$ cat src/rtl/fetch_stage_pkg.sv
// Shared types and constants for the instruction-fetch stage and its skid buffer.
package fetch_stage_pkg;

  localparam logic [31:0] FetchResetPc = 32'h0040_0000;
  localparam logic [31:0] FetchNop     = 32'h0000_0000;

  typedef enum logic [1:0] {
    FsIdle    = 2'd0,
    FsWait    = 2'd1,
    FsDiscard = 2'd2
  } fetch_state_e;

  typedef struct packed {
    logic [31:0] instr;
    logic [31:0] pc_plus_four;
  } fetch_entry_t;

  function automatic logic [31:0] pc_add4(input logic [31:0] pc);
    return pc + 32'd4;
  endfunction

endpackage

$ cat src/rtl/fetch_stage_fetch_buffer.sv
// One-entry skid buffer holding a fetched word that decode could not accept.
module fetch_stage_fetch_buffer
  import fetch_stage_pkg::*;
(
  input  logic         clk_i,
  input  logic         rst_ni,
  input  logic         load_i,
  input  logic         drain_i,
  input  logic         clear_i,
  input  fetch_entry_t data_i,
  output logic         valid_o,
  output fetch_entry_t data_o
);

  logic         valid_q;
  fetch_entry_t data_q;

  // Clear wins over load: a redirect squashes whatever arrives in the same cycle.
  always_ff @(posedge clk_i) begin
    if (!rst_ni) begin
      valid_q <= 1'b0;
      data_q  <= '0;
    end else if (clear_i) begin
      valid_q <= 1'b0;
    end else if (load_i) begin
      valid_q <= 1'b1;
      data_q  <= data_i;
    end else if (drain_i) begin
      valid_q <= 1'b0;
    end
  end

  assign valid_o = valid_q;
  assign data_o  = data_q;

endmodule

$ cat src/rtl/fetch_stage.sv
// IF stage plus IF/ID register: owns the PC, single-outstanding imem requests, decode redirects.
module fetch_stage
  import fetch_stage_pkg::*;
#(
  parameter logic [31:0] RESET_PC = FetchResetPc
) (
  input  logic        clock,
  input  logic        reset_n,
  input  logic        stall_D,
  input  logic        flush_D,
  input  logic        pc_src,
  input  logic [31:0] jump_address,
  output logic        imem_req,
  output logic [31:0] imem_addr,
  input  logic        imem_valid,
  input  logic [31:0] imem_rdata,
  output logic [31:0] instruction,
  output logic [31:0] pc_plus_four,
  output logic        valid_D,
  output logic [31:0] pc_F
);

  fetch_state_e state_q, state_d;
  logic [31:0]  pc_q, pc_d;
  logic [31:0]  req_pc_q, req_pc_d;
  fetch_entry_t ifid_q, ifid_d;
  logic         ifid_valid_q, ifid_valid_d;

  logic         fb_valid;
  fetch_entry_t fb_data;
  fetch_entry_t resp;
  logic         redirect, issue, deliver, direct;

  assign redirect = pc_src & ifid_valid_q & ~stall_D;
  assign resp     = '{instr: imem_rdata, pc_plus_four: pc_add4(req_pc_q)};
  assign deliver  = (state_q == FsWait) & imem_valid & ~redirect;
  // A response goes straight into IF/ID only when decode can take it and nothing older waits.
  assign direct   = deliver & ~stall_D & ~fb_valid;

  always_comb begin
    state_d = state_q;
    issue   = 1'b0;
    unique case (state_q)
      FsIdle: begin
        if (!fb_valid && !redirect) begin
          issue   = 1'b1;
          state_d = FsWait;
        end
      end
      FsWait: begin
        if (redirect) begin
          state_d = imem_valid ? FsIdle : FsDiscard;
        end else if (imem_valid) begin
          if (direct) issue = 1'b1;
          else        state_d = FsIdle;
        end
      end
      FsDiscard: begin
        if (imem_valid) state_d = FsIdle;
      end
      default: state_d = FsIdle;
    endcase
  end

  always_comb begin
    pc_d     = pc_q;
    req_pc_d = req_pc_q;
    if (redirect) begin
      pc_d = jump_address & ~32'h3;
    end else if (issue) begin
      pc_d     = pc_add4(pc_q);
      req_pc_d = pc_q;
    end
  end

  always_comb begin
    ifid_d       = '{instr: FetchNop, pc_plus_four: 32'h0};
    ifid_valid_d = 1'b0;
    if (flush_D || redirect) begin
      ifid_valid_d = 1'b0;
    end else if (stall_D) begin
      ifid_d       = ifid_q;
      ifid_valid_d = ifid_valid_q;
    end else if (fb_valid) begin
      ifid_d       = fb_data;
      ifid_valid_d = 1'b1;
    end else if (direct) begin
      ifid_d       = resp;
      ifid_valid_d = 1'b1;
    end
  end

  always_ff @(posedge clock) begin
    if (!reset_n) begin
      state_q      <= FsIdle;
      pc_q         <= RESET_PC;
      req_pc_q     <= 32'h0;
      ifid_q       <= '{instr: FetchNop, pc_plus_four: 32'h0};
      ifid_valid_q <= 1'b0;
    end else begin
      state_q      <= state_d;
      pc_q         <= pc_d;
      req_pc_q     <= req_pc_d;
      ifid_q       <= ifid_d;
      ifid_valid_q <= ifid_valid_d;
    end
  end

  fetch_stage_fetch_buffer u_fetch_buffer (
    .clk_i   (clock),
    .rst_ni  (reset_n),
    .load_i  (deliver & ~direct),
    .drain_i (fb_valid & ~flush_D & ~redirect & ~stall_D),
    .clear_i (redirect),
    .data_i  (resp),
    .valid_o (fb_valid),
    .data_o  (fb_data)
  );

  assign imem_req     = reset_n & issue;
  assign imem_addr    = pc_q;
  assign instruction  = ifid_q.instr;
  assign pc_plus_four = ifid_q.pc_plus_four;
  assign valid_D      = ifid_valid_q;
  assign pc_F         = pc_q;

endmodule

$ cat config.mk
export PLATFORM = sky130hd
export DESIGN_NAME = fetch_stage
export DESIGN_NICKNAME = d
export VERILOG_FILES = /design/src/rtl/fetch_stage_pkg.sv /design/src/rtl/fetch_stage_fetch_buffer.sv /design/src/rtl/fetch_stage.sv
export SDC_FILE = /design/constraint.sdc
export NUM_CORES = 1
export LEC_CHECK = 0
export CORE_MARGIN = 3
export CORE_UTILIZATION = 42
export DETAILED_ROUTE_END_ITERATION = 7
export GPL_TIMING_DRIVEN = 1
export PLACE_DENSITY = 0.69
export SYNTH_ARGS = -nofsm -noshare
export SYNTH_HDL_FRONTEND = slang
export SYNTH_HIERARCHICAL = 1
export SYNTH_SLANG_ARGS = --single-unit
$ cat constraint.sdc
create_clock -name clock -period 5.9 [get_ports clock]
set_input_delay 1.18 -clock clock [delete_from_list [all_inputs] [get_ports clock]]
set_output_delay 1.18 -clock clock [all_outputs]
set_load 0.02 [all_outputs]
==> run_results.csv <==
group,metric,value,unit
status,status,"complete, no violations",
setup_path,critPathRequiredTime,4.72,ns
final_layout,seq_area,3840,um^2
clock_network,hold_buffers,0,
hold_path,hold_end,"req_pc_q[31]",
routing,wirelength,23200,um
synth,syn_avg_cell_area,8.73,um^2
setup_path,cp-end-kind,"output port",
routing,drt-met1-wl,10700,um
global_route,track_usage,0.199,
routing,dr_wl_met3,1850,um
global_route,grt_pass1_wl,36900,um
sta,finalCriticalPeriod,4.39,ns
setup_path,path_delay_family,"buffers and inverters",
synth,synthArstFlopShare,0,
placed_design,post-place-cells,1389,
sta,tightestPinTransition,1.02,ns
final_layout,final_area,11100,um^2
sta,finClkSkew,0.00909,ns
floorplan,rows,52,
hold_path,hold_path.class,"flip-flop to flip-flop",
final_layout,syn_to_final_growth,25.1,%
final_layout,final_util,0.542,
routing,initialDrtViolationCount,507,
routing,drtAntennaViolNets,0,
floorplan,die_w,152,um
global_route,grt_max_degree,75,
placed_design,placed_area,10600,um^2
power_and_ir_drop,power.density,246,nW/um^2
sta,fin_setup_tns,0,ns
setup_path,cp_max_fo,9,
setup_path,cpMaxStageDelayCell,"clkdlybuf4s50_1",
clock_network,tritoncts,"yes",
setup_path,worstSetupPathType,"input pin to output port",
routing,top_layer,"met4",
setup_path,r2r-start,"state_q[0]",
floorplan,dieHeight,152,um
floorplan,coreArea,20600,um^2
routing,vias,7561,
setup_path,arrival,3.21,ns
global_route,grt_pass1_vias,7308,
routing,via_per_inst,5.32,
synth,synth_cell_types,54,
final_layout,multi_input_area,4330,um^2
sta,hold_viol,0,
sta,setup_viol,0,
hold_path,hp-start,"req_pc_q[31]",
clock_network,cts_num_sinks,192,
sta,rsz0062_at_grt,"no",
setup_path,worst-path-buf-inv,2,
synth,ys_ff_latch,192,
clock_network,cts_resized,0,
final_layout,nFillCells,1936,
sta,finalCritPeriodShare,0.744,
setup_path,reg2reg_slack,3.18,ns
run,cap_violations,0,
clock_network,cts_setup_buffers,0,
power_and_ir_drop,peakVddDrop,0.000177,V
clock_network,htree_levels,4,
placed_design,hpwl,15200,um
clock_network,clkTransAtPathRegs,0.07,ns
final_layout,drive_above_1_share,0.0643,
sta,final_max_slew_viol_count,0,
sta,relSlewSlack,0.322,
setup_path,max_stage_delay,0.62,ns
final_layout,instances_no_fill,1422,
clock_network,clock_path_buffers,2,
final_layout,layout.nets,1210,
floorplan,die_area,23000,um^2
synth,synth_edf_count,0,
floorplan,start_util,0.433,
clock_network,cts_root_buf,"clkbuf_16",
clock_network,insertion_delay,0.43,ns
setup_path,startpoint_type,"input pin",
global_route,grt_antenna_before_repair,1,
sta,timing.fmax,228,MHz
routing,route.detailed.drc,0,
setup_path,r2r_cells,5,
routing,firstDrtPassIters,6,
power_and_ir_drop,p_leak,3.79,nW
hold_path,holdPathStages,2,
global_route,grt_overflow,0,
setup_path,cp_cell_sequence,"clkdlybuf4s50_1, nand2b_1, a21oi_2, and3_1, clkdlybuf4s50_1",
synth,seq_area_frac_synth,0.432,
setup_path,cp_common_cell,"clkdlybuf4s50_1",
routing,route.met2.wl,10300,um
synth,syn_area,8910,um^2
setup_path,r2r-end,"u_fetch_buffer/data_o[6]",
placed_design,port_buffers,193,
clock_network,cts_buffers,17,
floorplan,io-pin-count,200,
synth,ys.flop_type,"dfxtp_1",
synth,syn_inst,1020,
placed_design,place.gp.congestion,0.903,
routing,wl_per_cell,16.3,um
synth,yosys_warnings,6,
==> through the flow <==
| stage | setup WS (ns) | power, mW | hold slack (ns) |
|---|---|---|---|
| 2_1_floorplan | 2.48 | 1.57 | 0.434 |
| 3_3_place_gp | 1.53 | 1.66 | 0.441 |
| 3_5_place_dp | 1.52 | 1.67 | 0.447 |
| 4_1_cts | 1.51 | 2.77 | 0.456 |
| 5_1_grt | 1.39 | 2.85 | 0.472 |
| 6_report | 1.51 | 2.74 | 0.455 |
==> power by group <==
group | switching, mW | internal [mW] | total (mW)
logic | 0.161 | 0.120 | 0.282
clock network | 0.536 | 0.567 | 1.10
registers | 0.0297 | 1.32 | 1.35
total | 0.727 | 2.01 | 2.74
==> cells in the mapped netlist, types with 3 or more instances <==
library cell    n  area share
nand2_1       210       0.089
dfxtp_1       192        0.43
nor2_1         69       0.029
mux2i_1        68       0.076
a21oi_1        60       0.034
a222oi_1       48       0.054
buf_4          38       0.032
clkbuf_1       36       0.015
o21ai_0        33       0.019
xor2_1         30       0.030
nand3_1        25       0.014
nand4_1        25       0.018
buf_2          22       0.012
xnor2_1        20       0.020
a22oi_1        15       0.013
nor3_1         15      0.0084
and3_1         13      0.0091
inv_1          10      0.0042
and4_1          7      0.0069
buf_12          7       0.016
nor4_1          7      0.0049
a211oi_1        6      0.0051
a31o_2          6      0.0059
buf_1           6      0.0025
or2_2           6      0.0042
a31oi_1         5      0.0035
or3_1           4      0.0028
and2_1          3      0.0021
==> area by class of cell <==
| class | count | area share |
|---|---|---|
| clock buffers | 18 | 0.0394 |
| inverters | 11 | 0.00371 |
| multi-input cells | 710 | 0.389 |
| diodes | 1 | 0.000225 |
| clock inverters | 14 | 0.0112 |
| repair buffers | 206 | 0.182 |
| flip-flops and latches | 192 | 0.345 |
| well taps | 270 | 0.0303 |
==> registers in the layout, summed over array words and instances (netlist names) <==
register	flops
u_fetch_buffer/data_o	64
pc_plus_four	32
state_q	2
instruction	32
u_fetch_buffer/valid_o	1
valid_D	1
req_pc_q	30
imem_addr	30
==> worst max path at each step <==
stage | endpoint | from | depth (start not counted) | slack [ns]
final | imem_req | imem_valid | 5 | 1.51
after global routing | imem_req | imem_valid | 5 | 1.39
after CTS | imem_req | pc_src | 5 | 1.51
after detailed placement | imem_req | pc_src | 5 | 1.52
after global placement | imem_req | pc_src | 5 | 1.53
after floorplan | imem_req | stall_D | 4 | 2.48
==> worst min-delay path, delay by kind of cell (launching register included) <==
kind / cells / cell delay (ns)
simple gates: 1 / 0.05
compound gates: 1 / 0.05
flops: 1 / 0.31
==> placed cells by master, fill, tap and decap left out, drive strengths merged, types with 6 or more instances in the layout <==
master         synthesis  routed
a211oi                 7       7
a21oi                 61      61
a222oi                48      48
a22oi                 15      15
a31o                   6       6
and3                  13      13
and4                   7       7
buf                   75      15
clkbuf                37      18
clkdlybuf4s50          0     191
conb                   1       6
dfxtp                192     192
inv                   11      17
mux2i                 68      68
nand2                211     211
nand3                 26      26
nand4                 27      27
nor2                  70      70
nor3                  15      15
nor4                   8       8
o21ai                 34      34
or2                    8       8
xnor2                 20      20
xor2                  30      30
==> cells by family after synthesis <==
group,synth area share
AO/OA/AOI/OAI,0.151
XOR/XNOR,0.0492
adder cells (fa/ha/maj),0.00281
buffers and inverters,0.0856
flip-flops,0.432
multiplexers,0.0777
other,0.000421
AND/OR/NAND/NOR,0.202
==> routing by layer <==
layer	global-route usage	vias up
li1	-	3792
met1	0.272	3455
met2	0.314	290
met3	0.0449	24
met4	0.0642	0
met5	0	-
Power figures use the tool's default switching activity.
